$ cat config.mk
export PLATFORM = sky130hd
export DESIGN_NAME = tone_meter
export DESIGN_NICKNAME = d
export VERILOG_FILES = /design/src/rtl/tone_meter.sv
export SDC_FILE = /design/constraint.sdc
export NUM_CORES = 1
export LEC_CHECK = 0
export BUFFER_PORTS_ARGS = -buffer_cell sky130_fd_sc_hd__buf_2
export CELL_PAD_IN_SITES_DETAIL_PLACEMENT = 1
export CELL_PAD_IN_SITES_GLOBAL_PLACEMENT = 2
export CORE_MARGIN = 8
export CORE_UTILIZATION = 35
export CTS_CLUSTER_DIAMETER = 50
export DETAILED_ROUTE_END_ITERATION = 12
export MAX_ROUTING_LAYER = met4
export PLACE_DENSITY = 0.86
export REMOVE_ABC_BUFFERS = 1
export SYNTH_ARGS = -nofsm -noshare
export SYNTH_HDL_FRONTEND = slang
export SYNTH_SLANG_ARGS = --single-unit
export TNS_END_PERCENT = 5
$ cat constraint.sdc
create_clock -name clk -period 4.6 [get_ports clk]
set_clock_uncertainty 0.05 [all_clocks]
set_input_delay 1.15 -clock clk [delete_from_list [all_inputs] [get_ports clk]]
set_output_delay 1.15 -clock clk [all_outputs]
set_load 0.05 [all_outputs]
$ cat src/rtl/tone_meter.sv
// Square-wave period meter: measures high and low phase lengths of sig_in in clk cycles,
// reports each complete period with a one-cycle strobe and flags a silent input.
module tone_meter #(
  parameter int TIMEOUT = 1_000_000,
  parameter int CNT_W   = 32
) (
  input  logic             clk,
  input  logic             rst,
  input  logic             sig_in,
  output logic [CNT_W-1:0] high_cnt,
  output logic [CNT_W-1:0] low_cnt,
  output logic [CNT_W-1:0] half_period,
  output logic             valid,
  output logic             symmetric,
  output logic             silent
);

  typedef enum logic [1:0] {
    IDLE,
    HIGH,
    LOW
  } state_t;

  localparam logic [CNT_W-1:0] CNT_ONE = CNT_W'(1);
  localparam logic [CNT_W-1:0] CNT_LIM = CNT_W'(TIMEOUT - 1);
  localparam logic [CNT_W-1:0] CNT_SAT = CNT_W'(TIMEOUT);

  state_t           state_reg, state_next;
  logic             sync1_reg, s_reg, s_d_reg;
  logic             rise_reg, fall_reg;
  logic [CNT_W-1:0] cnt_reg, cnt_next;
  logic [CNT_W-1:0] hcap_reg, hcap_next;
  logic [CNT_W-1:0] high_next, low_next, half_next;
  logic             valid_next, sym_next, silent_next;
  logic [CNT_W:0]   sum;
  logic [CNT_W-1:0] diff;

  // Synchronizer plus a registered edge detector; the FSM acts one cycle after the edge is seen.
  always_ff @(posedge clk) begin
    if (rst) begin
      sync1_reg <= 1'b0;
      s_reg     <= 1'b0;
      s_d_reg   <= 1'b0;
      rise_reg  <= 1'b0;
      fall_reg  <= 1'b0;
    end else begin
      sync1_reg <= sig_in;
      s_reg     <= sync1_reg;
      s_d_reg   <= s_reg;
      rise_reg  <= s_reg & ~s_d_reg;
      fall_reg  <= ~s_reg & s_d_reg;
    end
  end

  always_ff @(posedge clk) begin
    if (rst) begin
      state_reg   <= IDLE;
      cnt_reg     <= '0;
      hcap_reg    <= '0;
      high_cnt    <= '0;
      low_cnt     <= '0;
      half_period <= '0;
      valid       <= 1'b0;
      symmetric   <= 1'b0;
      silent      <= 1'b1;
    end else begin
      state_reg   <= state_next;
      cnt_reg     <= cnt_next;
      hcap_reg    <= hcap_next;
      high_cnt    <= high_next;
      low_cnt     <= low_next;
      half_period <= half_next;
      valid       <= valid_next;
      symmetric   <= sym_next;
      silent      <= silent_next;
    end
  end

  always_comb begin
    state_next  = state_reg;
    cnt_next    = cnt_reg;
    hcap_next   = hcap_reg;
    high_next   = high_cnt;
    low_next    = low_cnt;
    half_next   = half_period;
    valid_next  = 1'b0;
    sym_next    = symmetric;
    silent_next = silent;
    // Full-width sum so a period longer than 2^CNT_W-1 still halves correctly.
    sum  = {1'b0, hcap_reg} + {1'b0, cnt_reg};
    diff = (hcap_reg >= cnt_reg) ? (hcap_reg - cnt_reg) : (cnt_reg - hcap_reg);

    case (state_reg)
      IDLE: begin
        if (rise_reg) begin
          state_next = HIGH;
          cnt_next   = CNT_ONE;
        end
      end
      HIGH: begin
        if (fall_reg) begin
          hcap_next  = cnt_reg;
          cnt_next   = CNT_ONE;
          state_next = LOW;
        end else if (cnt_reg == CNT_LIM) begin
          cnt_next    = CNT_SAT;
          state_next  = IDLE;
          silent_next = 1'b1;
        end else begin
          cnt_next = cnt_reg + CNT_ONE;
        end
      end
      LOW: begin
        if (rise_reg) begin
          high_next   = hcap_reg;
          low_next    = cnt_reg;
          half_next   = CNT_W'(sum >> 1);
          sym_next    = (diff <= CNT_ONE);
          valid_next  = 1'b1;
          silent_next = 1'b0;
          cnt_next    = CNT_ONE;
          state_next  = HIGH;
        end else if (cnt_reg == CNT_LIM) begin
          cnt_next    = CNT_SAT;
          state_next  = IDLE;
          silent_next = 1'b1;
        end else begin
          cnt_next = cnt_reg + CNT_ONE;
        end
      end
      default: begin
        state_next = IDLE;
        cnt_next   = '0;
      end
    endcase
  end

endmodule

Word level (Yosys, flattened, before mapping). Index checks and enable logic that the tools add are counted.

Bits in registers: 170. Word-level logic and storage cells: 52. Bits of input ports: 3. Output and inout port bits: 99.

Order comparisons: 2. Reductions and logical operators: 6. Add/sub/neg operators: 4. Eq/ne operators: 5. Muxes and demuxes: 16. Bitwise gates (word level): 5.

Operator list (count): $mux W32 (5); $pmux W32 S3 (1); $sub A32 B32 Y32 (2); $add A32 B32 Y33 (1); $add A32 B1 Y32 const B (1); $eq A32 B20 Y1 const B (1); $ge A32 B32 Y1 (1); $le A32 B1 Y1 const B (1); $mux W2 (4); $pmux W2 S3 (1); $reduce_and A2 Y1 (3); $mux W1 (4); $ne A2 B2 Y1 const B (2); $not A1 Y1 (3); $and A1 B1 Y1 (2); $eq A2 B1 Y1 const B (1); $eq A2 B2 Y1 const B (1); $logic_not A2 Y1 (1); $pmux W1 S2 (1); $reduce_bool A2 Y1 (1); $reduce_or A2 Y1 (1).

Longest topological paths before layout. Gate-level depths: netlist of run 1.

Depth in word-level cells: 4. Depth in mapped cells: 17. Depth with buffers taken out: 15.

Worst setup path before layout of run 1. OpenSTA, ideal clock, no wires.

Path kind: register -> register. From: register cnt_reg[1]. To: register symmetric. Data arrival time: 3304 ps. Period minus slack after synthesis: 3413 ps. Path slack: 1187 ps. Stages on the path, launching flop included: 16. Path buffers: 2. Cell sequence: dfxtp_1 -> inv_1 -> fa_1 -> a21o_1 -> a221o_1 -> a2111oi_4 -> nand4bb_1 -> buf_6 -> nand2_4 -> buf_8 -> mux2i_1 -> a211o_1 -> a32oi_1 -> and3_1 -> nand4bb_1 -> nand2_1.

Cells in the longest elaborated chain, start to end: 3.

Ends and longest elaborated chain: from (decl) (line 31) `logic [CNT_W-1:0] cnt_reg, cnt_next;`; from (signal assigned) (line 68) `cnt_reg <= cnt_next;`; $sub A32 B32 Y32 / $ge A32 B32 Y1 (equally long branches) (line 91) `diff = (hcap_reg >= cnt_reg) ? (hcap_reg - cnt_reg) : (cnt_reg - hcap_reg);`; $mux W32 * (line 91); $le A32 B1 Y1 * (line 118) `sym_next = (diff <= CNT_ONE);`; to (signal assigned) (line 74) `symmetric <= sym_next;`; to (decl) (line 14) `output logic symmetric,`.

Mark *: on every way between the ends. The rest lies on a longest branch, timed or not. A chain may end at the register's enable or synchronous reset.

Final worst setup path of run 1.
From: register cnt_reg[6]. To: register half_period[30].

Cells in the longest elaborated chain, start to end: 1.

Ends and longest elaborated chain: $add A32 B32 Y33 (line 90) `sum = {1'b0, hcap_reg} + {1'b0, cnt_reg};`; to (signal assigned) (line 72) `half_period <= half_next;`; to (decl) (line 12) `output logic [CNT_W-1:0] half_period,`.

No other way between the ends.

==> results.py, run 1 <==
metrics = {
    "run_status": {
        "status": "complete, no violations",
    },
    "power": {
        "peakVddDrop_mv": 0.2665,
        "cellInternalPower_mw": 2.327,
        "switching_share_pct": 25.71,
        "p_leak_nw": 5.411,
        "p_comb_share_pct": 4.7,
        "p_seq_share_pct": 47.1,
        "p_switching_mw": 0.8055,
        "pwr_density_cell_nw_per_um2": 234.4,
        "pwr-share-clk_pct": 48.2,
    },
    "route": {
        "drtIter0Drc": 796,
        "drc_errors": 0,
        "wirelength_um": 43630,
        "post_drt_via_cell_ratio": 5.525,
        "first_pass_iters": 5,
        "ant_nets": 0,
        "routed-via-count": 11720,
        "wl_per_cell_um": 20.57,
    },
    "yosys": {
        "synthFlopType": "dfxtp_1",
        "synth_cells": 1579,
        "yosysUniqueCellTypes": 80,
        "avgSynthCellArea_um2": 7.384,
        "ys_ff_latch": 170,
        "yosysWarnings": 0,
        "synth_top_area_cell": "dfxtp_1",
        "netlist.area_leader.share_pct": 29.19,
        "synthArstFlopShare_pct": 0,
        "synth_area_um2": 11660,
        "synth_edf_count": 0,
        "yosysSeqAreaShare_pct": 29.19,
        "synthTopCellsByArea": "dfxtp_1 29%, ha_1 10%, a21oi_1 8.6%",
    },
    "floorplanning": {
        "die_h_um": 198.5,
        "dieArea_um2": 39410,
        "rows": 67,
        "io_pins": 102,
        "die_w_um": 198.5,
        "start_util_pct": 35.12,
        "core_um2": 33200,
    },
    "clocking": {
        "cts_tree": "yes",
        "cts_max_path_buffers": 2,
        "path_clk_slew_ps": 80,
        "cts_max_level": 4,
        "clock_latency_ps": 460,
        "clock-sinks": 170,
        "cts_buffers": 17,
        "cts-root-buf": "clkbuf_16",
        "cts_setup_buffers": 0,
        "postCtsHoldBufs": 0,
    },
    "grt": {
        "grt_use_total_pct": 22.75,
        "antenna_found_initial": 0,
        "grt_max_degree": 120,
        "grt_pass1_vias": 11840,
        "grt_first_pass_wirelength_um": 68410,
        "grt-ovfl-total": 0,
    },
    "min_path": {
        "min_path_type": "reg2reg",
    },
    "timing": {
        "setup_viol": 0,
        "relSlewSlack_pct": 34.30,
        "hold_viol_final": 0,
        "period_needed_ps": 4165,
        "finalMaxSlewViolations": 0,
        "tightest_slew_ps": 983.2,
        "period_share_pct": 90.55,
        "max_freq_mhz": 240.1,
        "rsz0062_at_grt": "no",
        "final.setup.worst_slack_ps": 434.6,
    },
    "finish": {
        "finish.instance_area_um2": 13370,
        "area_growth_pct": 14.65,
        "n_antenna_cell": 0,
        "final_nets": 1762,
        "drive_gt1_share_pct": 12.43,
    },
    "run": {
        "cap_violations": 0,
    },
    "placement": {
        "dpl_cell_area_um2": 12770,
        "globalplace.congestion": 0.9995,
        "port_buffers": 101,
        "hpwlAfterDp_um": 33910,
        "dp_slack_ps": 457.6,
    },
    "critical_path": {
        "worstPathRequired_ps": 4890,
        "cp_data_arrival_time_ps": 4460,
        "crit_fanout": 15,
        "startpoint_type": "flip-flop",
        "critPathCaptureType": "flip-flop",
        "crit_type": "reg2reg",
    },
}
## critical path, stage by stage (launching register included)
cell and delay (ps):
dfxtp_1 550, inv_1 130, ha_1 610, inv_1 260
a2111oi_1 510, a2111oi_0 190, a211o_1 390, a21oi_2 250
o211ai_1 160, a31oi_1 370, o22ai_1 190, mux2i_1 160
a22o_1 220
## power groups by stage
stage	clock, mW	combinational, mW	sequential, mW
after global routing	1.60	0.159	1.48
after detailed placement	0	0.146	1.51
after global placement	0	0.145	1.51
final	1.51	0.147	1.48
after CTS	1.56	0.147	1.48
after floorplan	0	0.0786	1.51
## kinds of logic (layout without fill, tap and decap cells)
logic type	Yosys count	in the layout	share of synthesized area, %
AOI/OAI and AO/OA	460	460	24.86
xor gates and xnor gates	66	66	4.958
adders and majority gates	99	99	10.82
buffers and inverters	197	291	6.750
DFF	170	170	29.19
muxes	10	10	0.8692
and+or+nand+nor	577	577	22.56
## final timing paths
kind | from | slack [ps] | cells after the start | endpoint
worst max-delay path | cnt_reg[6]$_SDFFE_PP0P_ | 430 | 12 | half_period[30]$_SDFFE_PP0P_
worst min-delay path | s_d_reg$_SDFF_PP0_ | 370 | 1 | rise_reg$_SDFF_PP0_
worst max register to register | cnt_reg[6]$_SDFFE_PP0P_ | 430 | 12 | half_period[30]$_SDFFE_PP0P_
worst min register to register | s_d_reg$_SDFF_PP0_ | 370 | 1 | rise_reg$_SDFF_PP0_
## cells in the mapped netlist (all sizes together) (4+ instances only)
| cell type | count |
|---|---|
| ha | 96 |
| or2 | 7 |
| nor3 | 36 |
| xnor2 | 58 |
| a221oi | 5 |
| nor2b | 11 |
| a22oi | 4 |
| o21bai | 15 |
| xor2 | 8 |
| nand4 | 21 |
| a21o | 20 |
| nand3 | 32 |
| buf | 23 |
| a311oi | 10 |
| mux2i | 9 |
| a221o | 4 |
| dfxtp | 170 |
| nor3b | 4 |
| nand2b | 15 |
| a211o | 6 |
| a2111oi | 7 |
| and2 | 8 |
| or3 | 18 |
| o221ai | 4 |
| nor4 | 18 |
| o211ai | 13 |
| o21ai | 69 |
| clkbuf | 67 |
| a211oi | 38 |
| nand2 | 251 |
| a22o | 4 |
| o2111ai | 5 |
| o21a | 10 |
| nor2 | 131 |
| and3 | 11 |
| a21oi | 202 |
| o31ai | 6 |
| inv | 105 |
| a31oi | 9 |
## what timing repair did
action | CTS | global route
hold endpoints to repair | 0 | 0
endpoints found under the setup margin | 0 | 2
resized for setup | 0 | 1
## placed cells by master, fill, tap and decap left out, types with 9 or more instances in the layout
master	instances
a211oi_1	37
a21o_1	20
a21oi_1	201
a311oi_1	10
a31oi_1	9
and3_1	11
buf_2	100
buf_4	50
clkbuf_16	17
dfxtp_1	170
ha_1	96
inv_1	104
mux2i_1	9
nand2_1	250
nand2b_1	15
nand3_1	32
nand4_1	21
nor2_1	128
nor2b_1	11
nor3_1	35
nor4_1	18
o211ai_1	13
o21a_1	10
o21ai_0	68
o21bai_1	15
or3_1	18
xnor2_1	58
## per-layer routing
layer / GRT usage, % / vias up / wire length [um]
met4: 6.698 / 0 / 865
li1: - / 5656 / -
met5: - / - / 0
met2: 32.52 / 247 / 18100
met1: 32.57 / 5780 / 22570
met3: 3.451 / 36 / 2088
## area by class of cell
class / instances / area (um^2)
fillers: 4202 / 19830
flip-flops and latches: 170 / 3403
well taps: 448 / 560.5
clock inverters: 13 / 147.6
inverters: 107 / 401.6
multi-input cells: 1212 / 7486
repair buffers: 152 / 915.9
clock buffers: 19 / 452.9
## through the flow
stage	setup TNS, ps	utilization, %	hold WS, ps	total power [mW]	instances
2_1_floorplan	-6387	-	333.5	1.588	1489
3_3_place_gp	0	38.46	340.7	1.655	2089
3_5_place_dp	0	38.46	354.3	1.656	2089
4_1_cts	0	40.26	367.0	3.180	2121
5_1_grt	0	40.27	388.0	3.237	2121
6_report	0	40.27	369.8	3.133	2121
Note: power is estimated with default switching activity, not from simulation.
==> run 2: changes to the inputs <==
CORE_UTILIZATION = 38   (was 35)
GPL_TIMING_DRIVEN = 0   (was not set)
HOLD_SLACK_MARGIN = 0.12   (was not set)
PLACE_DENSITY = 0.92   (was 0.86)
clock period = 5.4 ns   (was 4.6 ns; I/O delays follow)
==> run 2 against run 1 <==
First-iteration DRC count fell by 9.4%. Worst setup slack improved by 18 ps. Critical path type unchanged. Clock power fell by 13%. Final area fell by 2.9%. Highest routed layer unchanged. Sequential power fell by 15%. Register-to-register slack improved by 20 ps.
==> results.py, run 2 (synthesis gave the netlist of run 1 again) <==
metrics = {
    "run_status": {
        "status": "complete, no violations",
    },
    "finish": {
        "area_growth_pct": 11.37,
        "drive_gt1_share_pct": 9.846,
        "n_antenna_cell": 0,
        "final_nets": 1714,
        "fill_cells": 3827,
        "mostFrequentLayoutCells": "250 x nand2_1, 201 x a21oi_1, 170 x dfxtp_1",
        "multi_input_area_um2": 7487,
        "final_common_cell": "nand2_1",
        "regArea_um2": 3403,
    },
    "clocking": {
        "cts_buffers": 17,
        "path_clk_slew_ps": 90,
        "cts_resized": 0,
        "clock_latency_ps": 460,
        "cts_max_level": 4,
        "cts_setup_buffers": 0,
        "cts-root-buf": "clkbuf_16",
        "cts_max_path_buffers": 2,
        "clock-sinks": 170,
        "postCtsHoldBufs": 0,
        "cts_tree": "yes",
    },
    "timing": {
        "fin_setup_tns_ps": 0,
        "period_needed_ps": 4948,
        "setup_viol": 0,
        "relSlewSlack_pct": 22.43,
        "max_freq_mhz": 202.1,
        "rsz0062_at_grt": "no",
        "hold_viol_final": 0,
        "period_share_pct": 91.63,
        "tightest_slew_ps": 1155,
        "finalMaxSlewViolations": 0,
    },
    "critical_path": {
        "crit_fanout": 21,
        "crit_type": "reg2reg",
        "critPathCaptureType": "flip-flop",
        "worstPathRequired_ps": 5740,
        "startpoint_type": "flip-flop",
        "cp_data_arrival_time_ps": 5290,
    },
    "route": {
        "ant_nets": 0,
        "post_drt_via_cell_ratio": 5.681,
        "wl_per_cell_um": 20.08,
        "first_pass_iters": 6,
        "wirelength_um": 40590,
        "routed-via-count": 11480,
        "drc_errors": 0,
        "drtIter0Drc": 721,
    },
    "grt": {
        "grt_max_degree": 88,
        "grt-ovfl-total": 0,
        "grt_use_total_pct": 22.56,
        "grt_pass1_vias": 11490,
        "grt_first_pass_wirelength_um": 64310,
        "antenna_found_initial": 0,
    },
    "floorplanning": {
        "start_util_pct": 38.32,
        "core_um2": 30430,
        "dieArea_um2": 36550,
        "rows": 64,
        "io_pins": 102,
        "die_w_um": 191.2,
        "die_h_um": 191.2,
    },
    "power": {
        "finalPower_mw": 2.679,
        "pwr_density_cell_nw_per_um2": 206.3,
        "peakVddDrop_mv": 0.1684,
        "p_leak_nw": 5.202,
    },
    "placement": {
        "globalplace.congestion": 0.9389,
        "port_buffers": 101,
        "hpwlAfterDp_um": 31080,
    },
    "run": {
        "cap_violations": 0,
    },
    "min_path": {
        "min_path_type": "reg2reg",
    },
}
## run 2: changes by cell type in the layout (fill, tap and decap cells not counted)
cell and delta:
buf_6 +1, clkinv_8 +3, a2111oi_1 -1, or2_4 +1, clkbuf_8 -2, a2111oi_0 +1
inv_6 -3, inv_8 +2, clkinv_4 +1, buf_16 +1, or2_2 -1, clkinvlp_4 -1
buf_4 -50
## run 2: area by class of cell
| type | count | share of cell area [%] |
|---|---|---|
| Tap cell | 396 | 3.815 |
| Multi-Input combinational cell | 1212 | 57.65 |
| Sequential cell | 170 | 26.21 |
| Clock buffer | 17 | 3.276 |
| Inverter | 107 | 3.093 |
| Clock inverter | 15 | 1.493 |
| Timing Repair Buffer | 104 | 4.461 |
## run 2: critical path, stage by stage (launching register included)
cell and delay [ps]:
dfxtp_1 630, inv_1 90, ha_1 730, and4_1 350
o2111ai_1 190, a311oi_1 670, o21ai_0 350, o21ai_0 690
mux2i_1 370, o211ai_1 140, a32oi_1 180, and3_1 220
nand4bb_1 130, nand2_1 90
## run 2: worst paths after layout
check                          start                      to  slack (ps)  depth (start not counted)
min               s_d_reg$_SDFF_PP0_     rise_reg$_SDFF_PP0_         360                          1
min reg2reg       s_d_reg$_SDFF_PP0_     rise_reg$_SDFF_PP0_         360                          1
max          cnt_reg[5]$_SDFFE_PP0P_  symmetric$_SDFFE_PP0P_         450                         13
max reg2reg  cnt_reg[5]$_SDFFE_PP0P_  symmetric$_SDFFE_PP0P_         450                         13
## run 2: per-stage QoR
step	std cells	hold slack (ps)	util [%]	worst slack, ps	instance area [um^2]
CTS	2021	367.1	42.68	544.5	12990
global route	2021	383.8	42.68	203.4	12990
finish	2021	361.5	42.68	452.2	12990
detailed placement	1989	355.0	40.64	584.5	12370
global placement	1986	340.0	40.34	-2645	12280
floorplan	1489	333.5	-	-99.58	11270
## run 2: per-layer routing
metal | track usage (%) | up-vias | wire [um]
met3 | 2.426 | 29 | 1611
met5 | - | - | 0
li1 | - | 5573 | -
met2 | 33.72 | 230 | 17470
met1 | 32.30 | 5650 | 21090
met4 | 4.885 | 0 | 414
## run 2: where the power goes
group	switching (mW)	internal, mW	total [mW]
registers	0.00317	1.25	1.26
logic	0.0718	0.0413	0.113
clock network	0.638	0.671	1.31
total	0.713	1.97	2.68
==> run 3: changes to the inputs <==
PLACE_DENSITY = not set   (was 0.92)
PLACE_DENSITY_LB_ADDON = 0.05   (was not set)
==> run 3 against run 2 <==
Clock power hardly changed. Largest power group unchanged. Fmax is 0.57% lower. Global-route usage is 0.78 points higher. Critical endpoint unchanged. Largest cell class unchanged.
==> results.py, run 3 (synthesis gave the netlist of run 1 again) <==
metrics = {
    "placement": {
        "dp_slack_ps": 568.1,
        "globalplace.congestion": 0.8811,
        "hpwlAfterDp_um": 31940,
        "placed_cells": 1990,
        "port_buffers": 101,
        "dpl_cell_area_um2": 12390,
    },
    "timing": {
        "setup_viol": 0,
        "fin_setup_tns_ps": 0,
        "relSlewSlack_pct": 33.56,
        "hold_viol_final": 0,
        "finalMaxSlewViolations": 0,
        "max_freq_mhz": 200.9,
        "rsz0062_at_grt": "no",
        "period_needed_ps": 4976,
        "hold-worst-slack_ps": 362.4,
        "final.setup.worst_slack_ps": 423.6,
        "period_share_pct": 92.16,
        "tightest_slew_ps": 989.0,
    },
    "power": {
        "finalPower_mw": 2.667,
        "p_leak_nw": 5.201,
        "peakVddDrop_mv": 0.2126,
        "pwr_density_cell_nw_per_um2": 205.3,
    },
    "critical_path": {
        "cp_slowest_cell": "a311oi_1",
        "crit_top_cell": "o21ai_0",
        "critPathMaxStageDelay_ps": 760,
        "crit_type": "reg2reg",
        "worstPathRequired_ps": 5750,
        "crit_buf_inv": 1,
        "path_delay_family": "compound AO/OA/AOI/OAI gates",
        "cp_data_arrival_time_ps": 5330,
        "startpoint_type": "flip-flop",
        "critPathCaptureType": "flip-flop",
        "crit_fanout": 15,
        "critical_path.cell_chain": "inv_1 -> ha_1 -> and4_1 -> o21ai_0 -> a311oi_1 -> o21ai_0 -> o21ai_0 -> mux2i_1 -> o211ai_1 -> a32oi_1 -> and3_1 -> nand4bb_1 -> nand2_1",
    },
    "floorplanning": {
        "core_um2": 30430,
        "start_util_pct": 38.32,
        "die_h_um": 191.2,
        "io_pins": 102,
        "dieArea_um2": 36550,
        "rows": 64,
        "die_w_um": 191.2,
    },
    "route": {
        "routed-via-count": 11370,
        "first_pass_iters": 5,
        "ant_nets": 0,
        "post_drt_via_cell_ratio": 5.622,
        "wl_per_cell_um": 20.59,
        "drc_errors": 0,
        "drtIter0Drc": 673,
        "wirelength_um": 41630,
    },
    "finish": {
        "instances_no_fill": 2022,
        "final_common_cell": "nand2_1",
        "area_growth_pct": 11.42,
        "mostFrequentLayoutCells": "250 x nand2_1, 201 x a21oi_1, 170 x dfxtp_1",
        "n_antenna_cell": 0,
        "final_nets": 1715,
        "drive_gt1_share_pct": 9.717,
        "final_util_pct": 42.69,
        "finish.instance_area_um2": 12990,
    },
    "clocking": {
        "cts_setup_buffers": 0,
        "path_clk_slew_ps": 70,
        "clock_latency_ps": 460,
        "clock-sinks": 170,
        "cts_resized": 0,
        "postCtsHoldBufs": 0,
        "cts-root-buf": "clkbuf_16",
        "cts_tree": "yes",
        "cts_max_level": 4,
        "cts_buffers": 17,
        "cts_max_path_buffers": 2,
    },
    "grt": {
        "grt_use_total_pct": 23.34,
        "antenna_found_initial": 0,
        "grt_max_degree": 83,
        "grt_first_pass_wirelength_um": 65430,
        "grt-ovfl-total": 0,
        "grt_pass1_vias": 11500,
    },
    "run_status": {
        "status": "complete, no violations",
    },
    "min_path": {
        "min_path_type": "reg2reg",
    },
    "run": {
        "cap_violations": 0,
    },
}
==> run 3: path summary, 6_finish.rpt <==
path                           start  depth (start not counted)                endpoint  slack, ps
max          cnt_reg[6]$_SDFFE_PP0P_                         13  symmetric$_SDFFE_PP0P_        420
min                 s_reg$_SDFF_PP0_                          1     fall_reg$_SDFF_PP0_        360
max reg2reg  cnt_reg[6]$_SDFFE_PP0P_                         13  symmetric$_SDFFE_PP0P_        420
min reg2reg         s_reg$_SDFF_PP0_                          1     fall_reg$_SDFF_PP0_        360
==> run 3: final cells by class <==
type / count / area, um^2
fillers: 3861 / 17440
well taps: 396 / 495.5
repair buffers: 105 / 606.8
clock inverters: 10 / 132.6
multi-input cells: 1212 / 7487
clock buffers: 22 / 464.2
flip-flops and latches: 170 / 3403
inverters: 107 / 401.6
==> run 3: power breakdown <==
| part | total (mW) | internal (mW) | switching (mW) |
|---|---|---|---|
| combinational | 0.115 | 0.0413 | 0.0739 |
| sequential | 1.26 | 1.25 | 0.00346 |
| clock | 1.29 | 0.718 | 0.575 |
| total | 2.67 | 2.01 | 0.653 |
==> run 3: worst register-to-register path, stage by stage, from the launching register on <==
cell	delay [ps]
dfxtp_1	590
inv_1	190
ha_1	650
and4_1	380
o21ai_0	170
a311oi_1	760
o21ai_0	400
o21ai_0	680
mux2i_1	320
o211ai_1	150
a32oi_1	180
and3_1	210
nand4bb_1	120
nand2_1	80
==> run 3: per-layer routing <==
layer / global-route usage, % / up-vias / share of wire (%)
met5: - / - / 0
met4: 5.595 / 0 / 1.1
met3: 2.864 / 30 / 4.0
met2: 32.94 / 211 / 41
met1: 34.55 / 5550 / 54
li1: - / 5576 / -
